### src/rtl/vc_wrr_arbiter_if.sv
// vc_wrr_arbiter_if: scheduler-side bundle between VC FIFOs, control and the D0/D1 demux.
// With VC_ARB_STATS_EN defined, also carries the grant counters and their clear.
interface vc_wrr_arbiter_if #(
  parameter int DATA_WIDTH = 6,
  parameter int WEIGHT_WIDTH = 4
);
  logic enable;
  logic [WEIGHT_WIDTH-1:0] weight_vc0, weight_vc1;
  logic empty_vc0, empty_vc1, pause_d0, pause_d1;
  logic [DATA_WIDTH-1:0] data_vc0, data_vc1;
  logic pop_vc0, pop_vc1;
  logic [DATA_WIDTH-1:0] data_out;
  logic valid_out;
  logic [1:0] state_out;
`ifdef VC_ARB_STATS_EN
  logic stats_clr;
  logic [15:0] grant_cnt_vc0, grant_cnt_vc1;
  modport slave (
    input enable, weight_vc0, weight_vc1, empty_vc0, empty_vc1, pause_d0, pause_d1,
          data_vc0, data_vc1, stats_clr,
    output pop_vc0, pop_vc1, data_out, valid_out, state_out, grant_cnt_vc0, grant_cnt_vc1
  );
  modport master (
    output enable, weight_vc0, weight_vc1, empty_vc0, empty_vc1, pause_d0, pause_d1,
           data_vc0, data_vc1, stats_clr,
    input pop_vc0, pop_vc1, data_out, valid_out, state_out, grant_cnt_vc0, grant_cnt_vc1
  );
`else
  modport slave (
    input enable, weight_vc0, weight_vc1, empty_vc0, empty_vc1, pause_d0, pause_d1,
          data_vc0, data_vc1,
    output pop_vc0, pop_vc1, data_out, valid_out, state_out
  );
  modport master (
    output enable, weight_vc0, weight_vc1, empty_vc0, empty_vc1, pause_d0, pause_d1,
           data_vc0, data_vc1,
    input pop_vc0, pop_vc1, data_out, valid_out, state_out
  );
`endif
endinterface

### src/rtl/vc_wrr_arbiter.sv
// vc_wrr_arbiter: work-conserving weighted round-robin pops of VC0/VC1 with a 2-cycle registered data path.
// Defining VC_ARB_STATS_EN adds saturating per-VC grant counters with stats_clr.
module vc_wrr_arbiter #(
  parameter int DATA_WIDTH = 6,
  parameter int WEIGHT_WIDTH = 4
) (
  input logic clk,
  input logic reset_L,
  vc_wrr_arbiter_if.slave bus
);
  typedef enum logic [1:0] {IDLE = 2'd0, SERVE_VC0 = 2'd1, SERVE_VC1 = 2'd2} state_t;
  state_t state;
  logic [WEIGHT_WIDTH-1:0] credit, w0, w1, w_me, w_ot;
  logic [DATA_WIDTH-1:0] sel_data;
  logic last, pause_q, sel_v, sel_vc, cur, e_me, e_ot, take0, pop0, pop1;
  assign w0 = bus.weight_vc0 == '0 ? WEIGHT_WIDTH'(1) : bus.weight_vc0;
  assign w1 = bus.weight_vc1 == '0 ? WEIGHT_WIDTH'(1) : bus.weight_vc1;
  assign cur = state == SERVE_VC1;
  assign e_me = cur ? bus.empty_vc1 : bus.empty_vc0;
  assign e_ot = cur ? bus.empty_vc0 : bus.empty_vc1;
  assign w_me = cur ? w1 : w0;
  assign w_ot = cur ? w0 : w1;
  // last=1 means VC1 was served last, so VC0 is preferred
  assign take0 = last ? !bus.empty_vc0 : bus.empty_vc1;
  assign pop0 = bus.enable && state == SERVE_VC0 && !bus.empty_vc0 && !pause_q;
  assign pop1 = bus.enable && state == SERVE_VC1 && !bus.empty_vc1 && !pause_q;
  assign sel_data = sel_vc ? bus.data_vc1 : bus.data_vc0;
  assign bus.pop_vc0 = pop0;
  assign bus.pop_vc1 = pop1;
  assign bus.state_out = state;
  always_ff @(posedge clk) begin
    if (reset_L) begin
      state <= IDLE;
      credit <= '0;
      last <= 1'b1;
      pause_q <= 1'b0;
      sel_v <= 1'b0;
      sel_vc <= 1'b0;
      bus.data_out <= '0;
      bus.valid_out <= 1'b0;
    end else begin
      pause_q <= bus.pause_d0 | bus.pause_d1;
      sel_v <= pop0 | pop1;
      sel_vc <= pop1;
      bus.valid_out <= sel_v;
      if (sel_v) bus.data_out <= sel_data;
      if (!pause_q) begin
        if (state == IDLE) begin
          if (bus.enable && !(bus.empty_vc0 && bus.empty_vc1)) begin
            state <= take0 ? SERVE_VC0 : SERVE_VC1;
            credit <= take0 ? w0 : w1;
          end
        end else if (!bus.enable || (e_me && e_ot)) begin
          state <= IDLE;
          last <= cur;
        end else if (e_me || (credit == WEIGHT_WIDTH'(1) && !e_ot)) begin
          // own queue dry or turn used up with the other VC waiting: hand over, drop leftover credit
          state <= cur ? SERVE_VC0 : SERVE_VC1;
          credit <= w_ot;
          last <= cur;
        end else begin
          credit <= credit == WEIGHT_WIDTH'(1) ? w_me : credit - WEIGHT_WIDTH'(1);
        end
      end
    end
  end
`ifdef VC_ARB_STATS_EN
  always_ff @(posedge clk) begin
    if (reset_L || bus.stats_clr) begin
      bus.grant_cnt_vc0 <= '0;
      bus.grant_cnt_vc1 <= '0;
    end else begin
      if (pop0 && bus.grant_cnt_vc0 != 16'hFFFF) bus.grant_cnt_vc0 <= bus.grant_cnt_vc0 + 16'd1;
      if (pop1 && bus.grant_cnt_vc1 != 16'hFFFF) bus.grant_cnt_vc1 <= bus.grant_cnt_vc1 + 16'd1;
    end
  end
`endif
endmodule

### src/flat_wrapper.sv
// flat-port wrapper written by rule: the top's interface ports become plain ports
module vc_wrr_arbiter_flat 
#(
  parameter int DATA_WIDTH = 6,
  parameter int WEIGHT_WIDTH = 4
)
  (clk, reset_L, bus_enable, bus_weight_vc0, bus_weight_vc1, bus_empty_vc0, bus_empty_vc1, bus_pause_d0, bus_pause_d1, bus_data_vc0, bus_data_vc1, bus_pop_vc0, bus_pop_vc1, bus_data_out, bus_valid_out, bus_state_out);
  vc_wrr_arbiter_if #(.DATA_WIDTH(DATA_WIDTH), .WEIGHT_WIDTH(WEIGHT_WIDTH)) bus_i ();
  input logic clk;
  input logic reset_L;
  input wire logic [$bits(bus_i.enable)-1:0] bus_enable;
  input wire logic [$bits(bus_i.weight_vc0)-1:0] bus_weight_vc0;
  input wire logic [$bits(bus_i.weight_vc1)-1:0] bus_weight_vc1;
  input wire logic [$bits(bus_i.empty_vc0)-1:0] bus_empty_vc0;
  input wire logic [$bits(bus_i.empty_vc1)-1:0] bus_empty_vc1;
  input wire logic [$bits(bus_i.pause_d0)-1:0] bus_pause_d0;
  input wire logic [$bits(bus_i.pause_d1)-1:0] bus_pause_d1;
  input wire logic [$bits(bus_i.data_vc0)-1:0] bus_data_vc0;
  input wire logic [$bits(bus_i.data_vc1)-1:0] bus_data_vc1;
  output wire logic [$bits(bus_i.pop_vc0)-1:0] bus_pop_vc0;
  output wire logic [$bits(bus_i.pop_vc1)-1:0] bus_pop_vc1;
  output wire logic [$bits(bus_i.data_out)-1:0] bus_data_out;
  output wire logic [$bits(bus_i.valid_out)-1:0] bus_valid_out;
  output wire logic [$bits(bus_i.state_out)-1:0] bus_state_out;
  assign bus_i.enable = bus_enable;
  assign bus_i.weight_vc0 = bus_weight_vc0;
  assign bus_i.weight_vc1 = bus_weight_vc1;
  assign bus_i.empty_vc0 = bus_empty_vc0;
  assign bus_i.empty_vc1 = bus_empty_vc1;
  assign bus_i.pause_d0 = bus_pause_d0;
  assign bus_i.pause_d1 = bus_pause_d1;
  assign bus_i.data_vc0 = bus_data_vc0;
  assign bus_i.data_vc1 = bus_data_vc1;
  assign bus_pop_vc0 = bus_i.pop_vc0;
  assign bus_pop_vc1 = bus_i.pop_vc1;
  assign bus_data_out = bus_i.data_out;
  assign bus_valid_out = bus_i.valid_out;
  assign bus_state_out = bus_i.state_out;
  vc_wrr_arbiter #(.DATA_WIDTH(DATA_WIDTH), .WEIGHT_WIDTH(WEIGHT_WIDTH)) u_core (.clk(clk), .reset_L(reset_L), .bus(bus_i));
endmodule
### config.mk
export PLATFORM = sky130hd
export DESIGN_NAME = vc_wrr_arbiter_flat
export DESIGN_NICKNAME = d
export VERILOG_FILES = /design/src/rtl/vc_wrr_arbiter_if.sv /design/src/rtl/vc_wrr_arbiter.sv /design/src/flat_wrapper.sv
export SDC_FILE = /design/constraint.sdc
export NUM_CORES = 1
export LEC_CHECK = 0
export BUFFER_PORTS_ARGS = -buffer_cell sky130_fd_sc_hd__buf_2
export CORE_MARGIN = 1.5
export CORE_UTILIZATION = 56
export CTS_BUF_LIST = sky130_fd_sc_hd__clkbuf_2 sky130_fd_sc_hd__clkbuf_4 sky130_fd_sc_hd__clkbuf_8
export DETAILED_ROUTE_END_ITERATION = 16
export PLACE_DENSITY = 0.84
export SETUP_SLACK_MARGIN = 0.3
export SLEW_MARGIN = 20
export SYNTH_ARGS = -nofsm -noshare
export SYNTH_HDL_FRONTEND = slang
export SYNTH_SLANG_ARGS = --single-unit
### constraint.sdc
create_clock -name clk -period 6.25 [get_ports clk]
set_clock_uncertainty 0.2 [all_clocks]
set_input_delay 1.5625 -clock clk [delete_from_list [all_inputs] [get_ports clk]]
set_output_delay 1.5625 -clock clk [all_outputs]
set_load 0.005 [all_outputs]
==> reports/metrics.yaml, run 1 <==
critPathMaxFanout: 5
synthSimpleGateAreaFrac_pct: 20.7
ys_seq_elements: 17
holdPathStages: 2
core-area_sq_um: 1940
synth_compound_area_share_pct: 30.2
muxShareOfSynthArea_pct: 12.0
cts_setup_buffers: 0
drtIter0Drc: 37
final_antenna_net_count: 0
worstSetupPathType: "in -> out"
first_pass_iters: 4
grt_pass1_vias: 963
num-nets-final: 199
worstHoldStart: "u_core.bus.data_out[3]$_SDFFE_PP0P_"
r2r_end: "u_core.credit[2]$_SDFFE_PP0P_"
grt-ovfl-total: 0
dp.final_hpwl_um: 2270
clk_path_buf_depth: 2
start_kind: "input port"
synthXorXnorAreaFrac_pct: 0
period_needed_ns: 4.14
slowest_stage: "nor4b_1"
finalSetupTns_ns: 0
grt_pass1_wl_um: 4440
reg2reg_depth: 7
min_to: "u_core.bus.data_out[3]$_SDFFE_PP0P_"
synth_top_area_cell: "dfxtp_1"
status: "complete, no violations"
final_cell_mix: "37 x buf_2, 18 x nor2_1, 17 x dfxtp_1"
crit_required_ns: 4.49
final-hold-violation-count: 0
synthCells: 136
p_per_area_nw_per_um2: 179
grt_max_degree: 16
cp_slowest_stage_delay_ns: 0.40
worstMarginPinSlew_ns: 0.679
async_flop_share_pct: 0
crit_path_end_kind: "primary output"
syn_avg_cell_area_sq_um: 8.38
pin_count: 38
path_cells: "buf_2, nand2b_1, nor4b_1, buf_2"
cts_tree: "built"
slew_viol_final: 0
cp_common_cell: "buf_2"
routed_wl_um: 2940
routabilityCongestion: 1.00
drive_above_1_share_pct: 30.8
rsz0062_at_grt: "no"
dieHeight_um: 48.1
max_freq_ghz: 0.242
r2r_start: "u_core.credit[1]$_SDFFE_PP0P_"
portBuffers: 37
synthFlopType: "dfxtp_1"
cts.clk_slew.worst_paths_ns: 0.10
insertedDiodeCount: 0
vias: 1165
relSlewSlack_pct: 54.7
synth_top_family_by_area: "compound AO/OA/AOI/OAI gates"
cts_buffers: 3
die-width_um: 48.1
area_growth_pct: 18.2
yosys.area.top_type_share_pct: 29.9
fin_crit_sh_pct: 66.2
reg2reg_slack_ns: 3.94
yosys_warnings: 0
drv_cap: 0
clkSinkCount: 17
setup_viol_count_final: 0
hp-class: "reg -> reg"
postCtsHoldBufs: 0
ys_types: 40
initial_utilization_pct: 58.7
synth_edf_count: 0
drc: 0
insertion_delay_ns: 0.30
final_common_cell: "buf_2"
synth_nets: 165
power_uw: 241
synth-seq-area-share_pct: 29.9
htree_levels: 1
rows: 16
track_usage_pct: 28.0
synth_top_cells_by_area: "dfxtp_1 30%, a211oi_1 7.2%, mux2i_1 7.0%"
synth_fa_ha_area_share_pct: 2.20
wire_per_inst_um: 15.0
syn-cell-area_sq_um: 1140
leakage_uw: 0.000546
crit_arrival_ns: 2.37
viasPerCell: 5.94
peakVddDrop_uv: 139
antenna_found_initial: 0
cts_resized: 0
dieArea_sq_um: 2320
cts_root_buf: "clkbuf_4"
critical path: cells and delay by family:
kind,cells,cell delay (ns)
AND/OR/NAND/NOR,2,0.52
buffers and inverters,2,0.29
report_power, final:
group          leakage (uW)  internal [uW]  total [uW]  switching (uW)
sequential         0.000138            113         119            6.53
combinational      0.000389           27.1        60.1            33.1
clock             0.0000177           23.9        61.8            37.9
total              0.000546            164         241            77.5
sequential cells by signal, summed over array words and instances, names as in the netlist:
signal                flops
u_core.bus.data_out       6
u_core.bus.state_out      2
u_core.bus.valid_out      1
u_core.credit             4
u_core.last               1
u_core.pause_q            1
u_core.sel_v              1
u_core.sel_vc             1
area by class of cell:
| type | count | area, sq um |
|---|---|---|
| multi-input combinational | 106 | 742 |
| fill | 174 | 594 |
| sequential | 17 | 340 |
| timing repair buffer | 37 | 185 |
| tap | 27 | 33.8 |
| clock buffer | 3 | 22.5 |
| inverter | 5 | 18.8 |
| clock inverter | 1 | 5.00 |
through the flow:
stage | utilization [%] | setup WS (ns) | area, sq um | std cells | hold WS, ns
2_1_floorplan | - | 2.37 | 1140 | 136 | 0.278
3_3_place_gp | 68.0 | 2.17 | 1320 | 192 | 0.270
3_5_place_dp | 68.0 | 2.13 | 1320 | 192 | 0.277
4_1_cts | 69.4 | 2.13 | 1350 | 196 | 0.293
5_1_grt | 69.4 | 2.05 | 1350 | 196 | 0.303
6_report | 69.4 | 2.11 | 1350 | 196 | 0.291
kinds of logic after synthesis:
group	count (synthesis)
AND/OR/NAND/NOR	44
adder cells (fa/ha/maj)	2
AO/OA/AOI/OAI	47
multiplexers	13
buffers and inverters	13
flip-flops	17
synth_stat cells (2+ instances only):
cell	count
or3_1	2
a221oi_2	2
nor2b_1	2
nand2_1	3
mux2_2	5
nor3_1	4
o21ai_0	8
inv_1	5
a21o_1	2
dfxtp_1	17
nor2_1	18
nand2b_1	2
a221oi_1	2
a31oi_1	2
ha_1	2
a211oi_1	11
nor4b_1	2
clkbuf_1	6
nand3b_1	4
mux2i_1	8
a21oi_1	7
a22oi_1	2
o31ai_1	3
how the worst max path moves through the flow:
stage,from,to,slack (ns)
after CTS,bus_enable,bus_pop_vc0,2.13
after floorplan,bus_empty_vc0,bus_pop_vc0,2.37
after global placement,bus_enable,bus_pop_vc0,2.17
after detailed placement,bus_enable,bus_pop_vc0,2.13
final,bus_enable,bus_pop_vc0,2.11
after global routing,bus_enable,bus_pop_vc0,2.05
layer usage:
| metal | track usage (%) | vias to the layer above | part of all wire (%) |
|---|---|---|---|
| li1 | - | 583 | - |
| met1 | 39.6 | 527 | 43 |
| met2 | 42.9 | 46 | 49 |
| met3 | 3.33 | 9 | 6.6 |
| met4 | 12.4 | 0 | 1.9 |
| met5 | 0 | - | 0 |
(Power assumes the default switching activity.)
==> run 2: changes to the inputs <==
--- a/config.mk
+++ b/config.mk
@@ -5,12 +5,13 @@
 export SDC_FILE = /design/constraint.sdc
 export NUM_CORES = 1
 export LEC_CHECK = 0
+export ABC_AREA = 1
 export BUFFER_PORTS_ARGS = -buffer_cell sky130_fd_sc_hd__buf_2
 export CORE_MARGIN = 1.5
-export CORE_UTILIZATION = 56
+export CORE_UTILIZATION = 52
 export CTS_BUF_LIST = sky130_fd_sc_hd__clkbuf_2 sky130_fd_sc_hd__clkbuf_4 sky130_fd_sc_hd__clkbuf_8
 export DETAILED_ROUTE_END_ITERATION = 16
-export PLACE_DENSITY = 0.84
+export PLACE_DENSITY = 0.79
 export SETUP_SLACK_MARGIN = 0.3
 export SLEW_MARGIN = 20
 export SYNTH_ARGS = -nofsm -noshare
==> constraint.sdc (replaced) <==
create_clock -name clk -period 4.1 [get_ports clk]
set_clock_uncertainty 0.2 [all_clocks]
set_input_delay 1.025 -clock clk [delete_from_list [all_inputs] [get_ports clk]]
set_output_delay 1.025 -clock clk [all_outputs]
set_load 0.005 [all_outputs]
==> run 2 against run 1 <==
Against the previous run: final cell count grew 27%; die area up 7.2%; sequential power increased by 55%; synthesized cell count up 34%; critical endpoint unchanged; register-to-register slack lost 1.5 ns; setup slack got worse by 0.85 ns; highest routed layer unchanged; first-iteration DRC count down 46%; sequential share of layout area fell by 0.44 points.
==> reports/metrics.yaml, run 2 <==
dp.final_hpwl_um: 2260  # -0.62%
max_freq_ghz: 0.352
final-hold-violation-count: 0  # unchanged
drv_cap: 0  # unchanged
clkSinkCount: 17  # unchanged
timing.hold.ws_ns: 0.334  # +0.0434 ns
synth-seq-area-share_pct: 29.9  # unchanged
synthCells: 182  # +34%
p_seq_share_pct: 45.9  # -3.5 points
routed_wl_um: 2810  # -4.4%
p_comb_share_pct: 30.5  # +5.5 points
utilization_pct: 67.8  # -1.6 points
die-width_um: 49.8  # +3.5%
portBuffers: 37  # unchanged
synth.most_common_cell: "nand2_1"
synth_top_cells_by_area: "dfxtp_1 30%, nand2_1 14%, a21oi_1 11%"
pin_count: 38  # unchanged
crit_arrival_ns: 1.61  # -0.76 ns
cts_root_buf: "clkbuf_4"
ys_seq_elements: 17  # unchanged
clockPowerShare_pct: 23.6  # -2.0 points
period_needed_ns: 2.84
worstSetupPathType: "in -> out"
syn_avg_cell_area_sq_um: 6.26  # -25%
grt_max_degree: 18  # +2
cts_buffers: 3  # unchanged
routabilityCongestion: 0.888  # -11%
worstMarginPinSlew_ns: 0.332  # -0.347 ns
p_sw_share_pct: 35.9  # +3.8 points
clk_path_buf_depth: 2  # unchanged
cts_setup_buffers: 0  # unchanged
cts_resized: 0  # unchanged
finalSetupTns_ns: 0  # unchanged
ys_types: 23  # -43%
fin_crit_sh_pct: 69.2
dieArea_sq_um: 2480  # +7.2%
antenna_found_initial: 0  # unchanged
path_buf_inv: 4  # +2
vias: 1267  # +8.8%
grt_pass1_wl_um: 4880  # +9.8%
async_flop_share_pct: 0  # unchanged
final_antenna_net_count: 0  # unchanged
yosys_warnings: 0  # unchanged
htree_levels: 1  # unchanged
dieHeight_um: 49.8  # +3.5%
viasPerCell: 5.11  # -14%
drive_above_1_share_pct: 26.2  # -4.5 points
cp_top_family: "buffers and inverters"
synth_top_area_cell: "dfxtp_1"
switchingPower_uw: 144  # +85%
slowest_stage: "nand4_1"
p_per_area_nw_per_um2: 292  # +63%
postCtsHoldBufs: 0  # unchanged
num-nets-final: 251  # +26%
synth_edf_count: 0  # unchanged
synthFlopType: "dfxtp_1"
largest_register_ffs: 6  # unchanged
setup_viol_count_final: 0  # unchanged
crit_path_end_kind: "primary output"
rows: 16  # unchanged
area_growth_pct: 20.3
insertion_delay_ns: 0.30  # about the same
critPathMaxFanout: 2  # -3
hp-class: "reg -> reg"
syn-cell-area_sq_um: 1140  # unchanged
cts.clk_slew.worst_paths_ns: 0.11  # about the same
cp_slowest_stage_delay_ns: 0.14  # -0.26 ns
numPlacedInstances: 244  # +27%
slew_viol_final: 0  # unchanged
post_layout_nonfiller_instances: 248  # +27%
track_usage_pct: 24.8  # -3.2 points
first_pass_iters: 4  # unchanged
final_cell_mix: "44 x nand2_1, 37 x buf_2, 29 x inv_1"
wire_per_inst_um: 11.3  # -24%
p_int_uw: 256  # +57%
synth_nets: 211  # +28%
drtIter0Drc: 20  # -46%
grt_pass1_vias: 1203  # +25%
grt-ovfl-total: 0  # unchanged
cts_tree: "built"
final_common_cell: "nand2_1"
largest_register: "u_core.bus.data_out"
core-area_sq_um: 2020  # +4.1%
relSlewSlack_pct: 77.9  # +23 points
netlist_top_cells_count: "44 x nand2_1, 29 x inv_1, 24 x a21oi_1"
drc: 0  # unchanged
yosys.area.top_type_share_pct: 29.9  # unchanged
rsz0062_at_grt: "no"
insertedDiodeCount: 0  # unchanged
initial_utilization_pct: 56.4  # -2.3 points
crit_required_ns: 2.87  # -1.62 ns
status: "complete, no violations"
fill_cells: 194  # +11%
path_cells: "buf_2, inv_1, nor2_1, nand4_1, inv_1, buf_2"
peakVddDrop_uv: 252  # +81%
start_kind: "input port"
leakage_uw: 0.000742  # +36%
==> run 2: power by group through the flow <==
stage | clock [uW] | sequential [uW] | combinational, uW
floorplan | 0 | 185 | 86.7
global placement | 0 | 187 | 117
detailed placement | 0 | 187 | 121
CTS | 96.1 | 184 | 122
global route | 105 | 185 | 140
finish | 94.3 | 184 | 122
==> run 2: layout make-up <==
cell class | count | area (sq um) | share of cell area (%)
multi-input cells | 132 | 668 | 48.7
flip-flops and latches | 17 | 340 | 24.8
repair buffers | 37 | 185 | 13.5
inverters | 31 | 116 | 8.49
well taps | 27 | 33.8 | 2.46
clock buffers | 3 | 22.5 | 1.64
clock inverters | 1 | 5.00 | 0.365
==> run 2: tightest hold or removal path: cells and delay by family, from the launching register on <==
kind,cells,cell delay [ns]
flip-flops,1,0.32
AO/OA/AOI/OAI,2,0.18
==> run 2: worst paths after layout <==
check                                              to  depth (start not counted)                                 start  slack [ns]
hold / removal    u_core.bus.data_out[1]$_SDFFE_PP0P_                          2   u_core.bus.data_out[1]$_SDFFE_PP0P_        0.33
setup reg to reg        u_core.credit[1]$_SDFFE_PP0P_                          8  u_core.bus.state_out[0]$_SDFFE_PP0P_        2.47
hold reg to reg   u_core.bus.data_out[1]$_SDFFE_PP0P_                          2   u_core.bus.data_out[1]$_SDFFE_PP0P_        0.33
setup / recovery                          bus_pop_vc0                          6                            bus_enable        1.26
==> run 2: cells by family after synthesis <==
kind of cell / count (synthesis) / share of synthesized area, %
DFF: 17 / 29.9
buffers and inverters: 33 / 11.5
AOI/OAI and AO/OA: 52 / 25.4
adders and majority gates: 2 / 2.20
and+or+nand+nor: 78 / 31.1
==> run 2: stage by stage <==
stage | area [sq um] | setup WS (ns) | total power, uW
2_1_floorplan | 1140 | 1.52 | 272
3_3_place_gp | 1340 | 1.33 | 304
3_5_place_dp | 1340 | 1.26 | 308
4_1_cts | 1370 | 1.26 | 401
5_1_grt | 1370 | 1.18 | 430
6_report | 1370 | 1.26 | 400
==> run 2: layer usage <==
layer	part of all wire [%]	global-route usage, %	vias up
met5	0	0	-
met4	1.0	9.72	0
met3	5.6	4.24	4
met2	50	43.3	38
met1	44	30.1	560
li1	-	-	665
